**src/rtl/c_mem_stage.sv**
```systemverilog
// Memory-access pipeline stage: ALU bundle in, single-port data memory, one-entry write-back slot.
// Optional MISALIGN_TRAP_EN: misaligned load/store bypasses memory and raises c_misalign.
module c_mem_stage #(
    parameter int MEM_TIMEOUT = 16
) (
    input  logic        clock,
    input  logic        reset,
    input  logic        a_ready,
    input  logic [31:0] ac_pc,
    input  logic [4:0]  ac_write_sel,
    input  logic        ac_is_load,
    input  logic        ac_is_store,
    input  logic        ac_is_wb,
    input  logic [31:0] ALU_result,
    input  logic [31:0] ac_store_data,
    output logic        c_ready,
    output logic        mem_req,
    output logic        mem_we,
    output logic [31:0] mem_addr,
    output logic [31:0] mem_wdata,
    input  logic [31:0] mem_rdata,
    input  logic        mem_ack,
    input  logic        w_ready,
    output logic        cw_valid,
    output logic [31:0] cw_pc,
    output logic [4:0]  cw_write_sel,
    output logic        cw_is_wb,
    output logic [31:0] cw_data,
    output logic        mem_err
`ifdef MISALIGN_TRAP_EN
    ,
    output logic        c_misalign
`endif
);

    typedef enum logic {
        IDLE,
        MEM
    } state_t;

    state_t      state;
    state_t      state_nxt;
    logic [7:0]  cnt;
    logic [31:0] pc_q;
    logic [4:0]  sel_q;
    logic        wb_q;
    logic        load_q;

    logic        out_free;
    logic        accept;
    logic        is_mem;
    logic        mis;
    logic        go_mem;
    logic        ack_hit;
    logic        tmo_hit;

    assign out_free = !cw_valid | w_ready;
    // Held low during reset so the ALU stage never sees a spurious accept.
    assign c_ready  = !reset & (state == IDLE) & out_free;
    assign accept   = a_ready & c_ready;
    assign is_mem   = ac_is_load | ac_is_store;

`ifdef MISALIGN_TRAP_EN
    assign mis = is_mem & (ALU_result[1:0] != 2'b00);
`else
    assign mis = 1'b0;
`endif

    assign go_mem  = accept & is_mem & !mis;
    assign ack_hit = (state == MEM) & mem_ack;
    assign tmo_hit = (state == MEM) & !mem_ack
                   & (cnt == 8'(MEM_TIMEOUT - 1));

    always_ff @(posedge clock or posedge reset) begin
        if (reset) begin
            state <= IDLE;
        end else begin
            state <= state_nxt;
        end
    end

    always_comb begin
        state_nxt = state;
        case (state)
            IDLE: if (go_mem) state_nxt = MEM;
            MEM:  if (ack_hit | tmo_hit) state_nxt = IDLE;
            default: state_nxt = IDLE;
        endcase
    end

    always_ff @(posedge clock or posedge reset) begin
        if (reset) begin
            cnt          <= '0;
            pc_q         <= '0;
            sel_q        <= '0;
            wb_q         <= 1'b0;
            load_q       <= 1'b0;
            mem_req      <= 1'b0;
            mem_we       <= 1'b0;
            mem_addr     <= '0;
            mem_wdata    <= '0;
            cw_valid     <= 1'b0;
            cw_pc        <= '0;
            cw_write_sel <= '0;
            cw_is_wb     <= 1'b0;
            cw_data      <= '0;
            mem_err      <= 1'b0;
`ifdef MISALIGN_TRAP_EN
            c_misalign   <= 1'b0;
`endif
        end else begin
            if (cw_valid & w_ready) cw_valid <= 1'b0;

            if (accept & !go_mem) begin
                cw_valid     <= 1'b1;
                cw_pc        <= ac_pc;
                cw_write_sel <= ac_write_sel;
                cw_is_wb     <= ac_is_wb & !mis;
                cw_data      <= ALU_result;
`ifdef MISALIGN_TRAP_EN
                c_misalign   <= mis;
`endif
            end

            if (go_mem) begin
                pc_q      <= ac_pc;
                sel_q     <= ac_write_sel;
                wb_q      <= ac_is_wb;
                // A bundle flagged as both load and store is a store.
                load_q    <= ac_is_load & !ac_is_store;
                mem_addr  <= ALU_result & 32'hFFFF_FFFC;
                mem_wdata <= ac_store_data;
                mem_we    <= ac_is_store;
                mem_req   <= 1'b1;
                cnt       <= '0;
            end

            if (ack_hit) begin
                mem_req      <= 1'b0;
                cw_valid     <= 1'b1;
                cw_pc        <= pc_q;
                cw_write_sel <= sel_q;
                cw_is_wb     <= wb_q & load_q;
                cw_data      <= load_q ? mem_rdata : mem_addr;
`ifdef MISALIGN_TRAP_EN
                c_misalign   <= 1'b0;
`endif
            end else if (tmo_hit) begin
                mem_req      <= 1'b0;
                mem_err      <= 1'b1;
                cw_valid     <= 1'b1;
                cw_pc        <= pc_q;
                cw_write_sel <= sel_q;
                cw_is_wb     <= 1'b0;
                cw_data      <= mem_addr;
`ifdef MISALIGN_TRAP_EN
                c_misalign   <= 1'b0;
`endif
            end else if (state == MEM) begin
                cnt <= cnt + 8'd1;
            end
        end
    end

endmodule

```
**config.mk**
```make
export PLATFORM = sky130hd
export DESIGN_NAME = c_mem_stage
export DESIGN_NICKNAME = d
export VERILOG_FILES = /design/src/rtl/c_mem_stage.sv
export SDC_FILE = /design/constraint.sdc
export NUM_CORES = 1
export LEC_CHECK = 0
export CAP_MARGIN = 30
export CORE_MARGIN = 4
export CORE_UTILIZATION = 41
export DETAILED_ROUTE_END_ITERATION = 10
export PLACE_DENSITY_LB_ADDON = 0.15
export SYNTH_ARGS = -nofsm -noshare
export SYNTH_HDL_FRONTEND = slang
export SYNTH_SLANG_ARGS = --single-unit
```
**constraint.sdc**
```tcl
create_clock -name clock -period 5.5 [get_ports clock]
set_input_delay 0.55 -clock clock [delete_from_list [all_inputs] [get_ports clock]]
set_output_delay 0.55 -clock clock [all_outputs]
set_load 0.05 [all_outputs]
```
==> results of run 1 <==
## registers in the layout (all words and copies together) (netlist names), 5 cells and up
register and cells:
cw_data 32, pc_q 32, cw_pc 32, sel_q 5, mem_addr 30, cnt 8, mem_wdata 32, cw_write_sel 5
## routing by layer
metal | track usage (%) | vias up
li1 | - | 2642
met1 | 25.70 | 2944
met2 | 34.00 | 264
met3 | 6.070 | 24
met4 | 5.871 | 0
met5 | 0 | -
## worst reg2reg max path, cell delays in order (launching register included)
cell and delay (ns):
dfrtp_1 0.40, ha_1 0.23, nand3_1 0.28, o31a_2 0.64
buf_16 0.26, buf_4 0.48, mux2_4 0.35, mux2_2 0.26
## worst max path at each step
| stage | end | slack (ns) | cells past startpoint |
|---|---|---|---|
| finish | cw_pc[3] | 2.48 | 7 |
| CTS | cw_write_sel[3] | 2.48 | 7 |
| detailed placement | cw_pc[3] | 2.09 | 7 |
| global placement | cw_pc[4] | 1.92 | 6 |
| floorplan | cnt[0] | 2.59 | 1 |
| global route | cw_pc[3] | 2.34 | 7 |
## report_power, final
part | internal [mW] | switching (mW)
clock network | 0.718 | 0.528
logic | 1.04 | 1.68
registers | 1.78 | 0.268
total | 3.54 | 2.48
## synth_stat cells, types with 2 or more instances
cell type,count
nand4_1,2
a22o_1,2
and2_1,2
mux2_2,142
buf_6,8
o21ai_0,5
mux2_4,34
a21oi_1,31
buf_4,2
buf_2,8
inv_1,3
nor2_1,3
nor3_1,29
mux2i_1,3
or3_1,2
nand2_1,11
a2bb2oi_1,2
nand3_1,14
o32ai_1,2
clkbuf_1,23
a222oi_1,29
nand2b_1,3
and3_1,3
dfrtp_1,184
## stage by stage
stage	std cells	utilization (%)	hold WS [ns]	setup WS (ns)
after floorplan	564	-	0.4719	2.585
after global placement	1066	58.09	0.4536	1.917
after detailed placement	1071	58.70	0.4552	2.089
after CTS	1103	61.88	0.4695	2.482
after global routing	1103	61.88	0.4801	2.342
final	1103	61.88	0.4658	2.482
## final cells by class
| type | instances | area, µm² | area share [%] |
|---|---|---|---|
| inverter | 3 | 15.01 | 0.1284 |
| clock buffer | 18 | 429.2 | 3.671 |
| tap | 260 | 325.3 | 2.783 |
| sequential | 184 | 4604 | 39.38 |
| multi-input combinational | 335 | 3181 | 27.20 |
| timing repair buffer | 289 | 2965 | 25.36 |
| clock inverter | 14 | 171.4 | 1.466 |
## layout by cell type, fill, tap and decap left out, types with 3 or more instances in the layout
master	instances
clkinvlp_4	4
a222oi_1	29
buf_16	4
inv_6	3
bufinv_16	3
nand2b_1	3
nand2_1	11
dfrtp_1	184
mux2_4	34
mux2i_1	3
o21ai_0	5
mux2_2	142
nand3_1	14
buf_4	5
a21oi_1	31
clkinv_2	3
nor3_1	29
clkbuf_16	17
and3_1	3
clkdlybuf4s50_1	277
## cells by family (layout without fill, tap and decap cells)
family,count (synthesis),in the layout,synth area share [%]
flip-flops,184,184,57.71
multiplexers,179,179,26.82
AO/OA/AOI/OAI,78,78,7.292
AND/OR/NAND/NOR,74,74,4.783
buffers and inverters,45,324,3.089
adder cells (fa/ha/maj),1,1,0.1568
other,1,2,0.04700
XOR/XNOR,1,1,0.1098
==> metrics, run 1 <==
io pins 280; Vias/cell 5.325; Chip Height 147.5 µm; metal2 WL 11,050 µm; synth warn 0; Yosys top cell area share 57.71%; total grt overflow 0; DRC viols 0; Clock Path Buffers 2; post-CTS sizing 0; total placed instance area 11,090 µm²; Setup Buffers After CTS 0; Nets 972; Max-cap violations 0; area of the mapped netlist 7979 µm²; Pwr Total 6.023 mW; Tcrit/Tclk final 54.86%; setup TNS 0 ns; slowest CP cell o31a_2; Setup crit start kind register; static leakage 4.890 nW; Pwr Density 515.2 nW/µm²; Metal-1 WL 8997 µm; Post-synth EDFFs 0; Async SR Flop Fraction 100.0%; Die X 147.5 µm; Hold WC Path Type register to register; outcome completed; Max Slew Vio Count 0; FF-to-FF path depth 7; root cell of the clock tree clkbuf_16; die area 21,760 µm²; clk slew on worst S/H paths 0.06 ns; CTS tree built; Total GRT Usage 20.33%; relative slew slack 42.04%; share of cells above drive strength 1 26.93%; RSZ-0062 raised after global routing false; reg-to-reg critical path startpoint cnt[0]; Final min period 3.018 ns; # setup viols final 0; initial core utilization 42.23%; synthesized flop and latch total 184; Mean Syn Cell Area 14.17 µm²; routed via count 5,874; final wirelength 22,280 µm; Unique masters post-synth 40; type of destination of the critical path register; HP Start mem_err; Crit Path Max Fanout 28; CP required 5.81 ns; routed length on met3 1864 µm; H-tree depth 4; Setup CP Type register to register; final instance area 11,690 µm²; core box area 18,890 µm²; fmax 331.4 MHz; first-pass GRT wire length 35,310 µm; Worst Hold Depth 1; fillers 1,458; area delta synth->final 46.53%; RePlAce Congestion 0.8368; worst reg2reg endpoint cw_pc[3]; cts hold-fix bufs 0; number of buffers created by CTS 17; I/O Buffers 277; peak supply drop 0.0002730 V; Worst EP arrival 3.32 ns; Reg2Reg Setup Slack 2.48 ns; clk_skew 0.01106 ns; top sig layer met4; worst slew pin tran 0.8694 ns; synth top area cells dfrtp_1 58%, mux2_2 20%, mux2_4 6.4%, a222oi_1 3.6%, a21oi_1 1.9%; drt first pass iters 7; hold worst-path end mem_err; Rows 50; Final Hold Fails 0; delay-heaviest family, CP buffers and inverters; Iter 0 DRT Violations 405; detailed placement HPWL 15,850 µm; ys flop type dfrtp_1; Post-Syn Instances 563; vias in the first global route 6,287; sequential share of the synthesized area 57.71%; Routed Antenna Nets 0; initial antenna violation count 0; post-synth top area cell dfrtp_1; routed len/inst 20.19 µm; max incr delay on CP 0.64 ns; worst-path cell chain ha_1 > nand3_1 > o31a_2 > buf_16 > buf_4 > mux2_4 > mux2_2; WP buf/inv 2; CP startpoint cnt[0]; clk_lat worst skew 0.43 ns; CTS sink cnt 184; pin count of the biggest net entering global routing 159; ANT cells 0
No activity file was read; power rests on OpenSTA's default activity.
==> inputs of run 2 (changes only) <==
- clock period: 5.5 -> 2.6 ns (I/O delays scaled with it)
==> run 2 against run 1 <==
Worst setup slack worse by 2.3 ns; non-clock buffer count grew 12; worst hold slack worse by 0.11 ns; clock-buffer cell count rose by 1; critical path depth decreased by 2; register-to-register slack worse by 2.3 ns; utilization grew 0.19 points; via count is 0.66% higher; clock skew is essentially flat; routed wire length is 0.92% lower; flip-flop and latch count is the same; largest cell class unchanged; largest power group unchanged.
==> metrics, run 2 (synthesis results as in run 1) <==
drt first pass iters 7 (unchanged); core box area 18,890 µm² (unchanged); Tcrit/Tclk final 94.65% (+40 points); Pwr Total 12.64 mW (+110%); Hold WC Path Type input port to async pin; clock share of power 20.0% (-0.7 points); cts hold-fix bufs 0 (unchanged); fillers 1,488 (+2.1%); Rows 50 (unchanged); Die X 147.5 µm (unchanged); DRC viols 0 (unchanged); Setup CP Type register to register; delay-heaviest family, CP multiplexers; io pins 280 (unchanged); Worst EP arrival 2.76 ns (-0.56 ns); Iter 0 DRT Violations 421 (+4.0%); static leakage 4.933 nW (+0.88%); # setup viols final 0 (unchanged); Final min period 2.461 ns (-0.5566 ns); type of destination of the critical path register; die area 21,760 µm² (unchanged); H-tree depth 4 (unchanged); area taken by multi-input logic gates 3181 µm² (unchanged); clk_lat worst skew 0.42 ns (about the same); Nets 984 (+1.2%); Final Hold Fails 0 (unchanged); Routed Antenna Nets 0 (unchanged); initial antenna violation count 0 (unchanged); Sw Ratio 41.09% (-0.078 points); CTS sink cnt 184 (unchanged); RePlAce Congestion 0.8233 (-1.6%); vias in the first global route 6,396 (+1.7%); share of cells above drive strength 1 28.02% (+1.1 points); Setup Buffers After CTS 0 (unchanged); final wirelength 22,070 µm (-0.92%); Register Area 4604 µm² (unchanged); outcome completed; leading cell type in the layout, fill and taps excluded clkdlybuf4s50_1; ANT cells 0 (unchanged); RSZ-0062 raised after global routing false; fmax 406.3 MHz (+23%); Vias/cell 5.313 (-0.24%); Sequential Power Share 34.2% (+0.2 points); first-pass GRT wire length 35,610 µm (+0.84%); max incr delay on CP 0.60 ns (-0.04 ns); Clock Path Buffers 2 (unchanged); routed len/inst 19.83 µm (-1.8%); root cell of the clock tree clkbuf_16; slowest CP cell or4_4; pin count of the biggest net entering global routing 84 (-47%); worst slew pin tran 0.7073 ns (-0.1621 ns); Switch Pwr 5.192 mW (+110%); dpl ws 0.1347 ns (-1.954 ns); Int Power 7.443 mW (+110%); Final Worst Setup Slack 0.1390 ns (-2.343 ns); most frequent cells in the layout 276 x clkdlybuf4s50_1, 184 x dfrtp_1, 142 x mux2_2; number of buffers created by CTS 17 (unchanged); clk slew on worst S/H paths 0.06 ns (about the same); clk_skew 0.01086 ns (-0.0001982 ns); detailed placement HPWL 16,010 µm (+0.97%); post-CTS sizing 0 (unchanged); CTS tree built; Total GRT Usage 20.45% (+0.12 points); area delta synth->final 46.97%; part of the power in combinational logic 45.7% (+0.4 points); I/O Buffers 277 (unchanged); total grt overflow 0 (unchanged); worst-path cell chain or4_4 > o31a_2 > buf_4 > mux2_4 > mux2_2; Max Slew Vio Count 0 (unchanged); Pwr Density 1078 nW/µm² (+110%); Chip Height 147.5 µm (unchanged); initial core utilization 42.23% (unchanged); WP buf/inv 1 (-1); Max-cap violations 0 (unchanged); routed via count 5,913 (+0.66%); peak supply drop 0.0005273 V (+93%); CP required 2.90 ns (-2.91 ns); relative slew slack 52.74% (+11 points); Crit Path Max Fanout 23 (-18%); Setup crit start kind register
## run 2: changes by cell type in the layout (fill, tap and decap cells not counted), sizes merged
| cell | previous run | this run |
|---|---|---|
| buf | 12 | 25 |
| clkinvlp | 4 | 2 |
| bufinv | 3 | 2 |
| clkbuf | 18 | 19 |
| clkdlybuf4s50 | 277 | 276 |
| clkinv | 5 | 6 |
| inv | 5 | 4 |
## run 2: worst paths after layout
kind                                    from         end  slack [ns]  cells after the start
worst max register to register        cnt[6]   cw_pc[10]        0.14                      5
worst min register to register       mem_err     mem_err        0.47                      1
max in group asynchronous              reset   cw_pc[15]        1.52                      3
worst min-delay path                   reset      mem_we        0.36                      2
min in group clock              mem_rdata[1]  cw_data[1]        0.41                      3
worst max-delay path                  cnt[6]   cw_pc[10]        0.14                      5
## run 2: routing by layer
layer | track usage, % | vias up | wire, µm | share of wire, %
met4 | 5.079 | 0 | 227 | 1.0
met5 | 0 | - | 0 | 0
li1 | - | 2668 | - | -
met3 | 6.468 | 14 | 2016 | 9.1
met1 | 25.21 | 2953 | 8653 | 39
met2 | 35.08 | 278 | 11170 | 51
## run 2: per-stage QoR
stage	util [%]	std cells	TNS [ns]	hold slack (ns)	area (µm²)
finish	62.07	1113	0	0.3601	11730
floorplan	-	564	-4.515	0.3670	7986
detailed placement	59.02	1083	0	0.4551	11150
CTS	62.07	1113	0	0.3516	11730
global placement	59.02	1083	0	0.4533	11150
global route	62.07	1113	0	0.3888	11730
## run 2: layout make-up
type	count	share of cell area, %
sequential	184	39.27
clock buffer	19	3.863
timing repair buffer	301	25.80
tap	260	2.774
inverter	3	0.1280
multi-input combinational	335	27.12
clock inverter	11	1.046
## run 2: power by group through the flow
stage | Sequential (mW) | Clock, mW | Combinational, mW
after floorplan | 6.77 | 0 | 1.23
after global placement | 4.32 | 0 | 5.75
after detailed placement | 4.37 | 0 | 5.82
after CTS | 4.33 | 2.61 | 5.84
after global routing | 4.45 | 2.74 | 6.02
final | 4.32 | 2.53 | 5.78
==> inputs of run 3 (changes only) <==
- SKIP_CTS_REPAIR_TIMING: unset -> 1
- SLEW_MARGIN: unset -> 15
==> results of run 3 <==
Same layout as run 2: the final DEF is identical, and so are final timing and power.
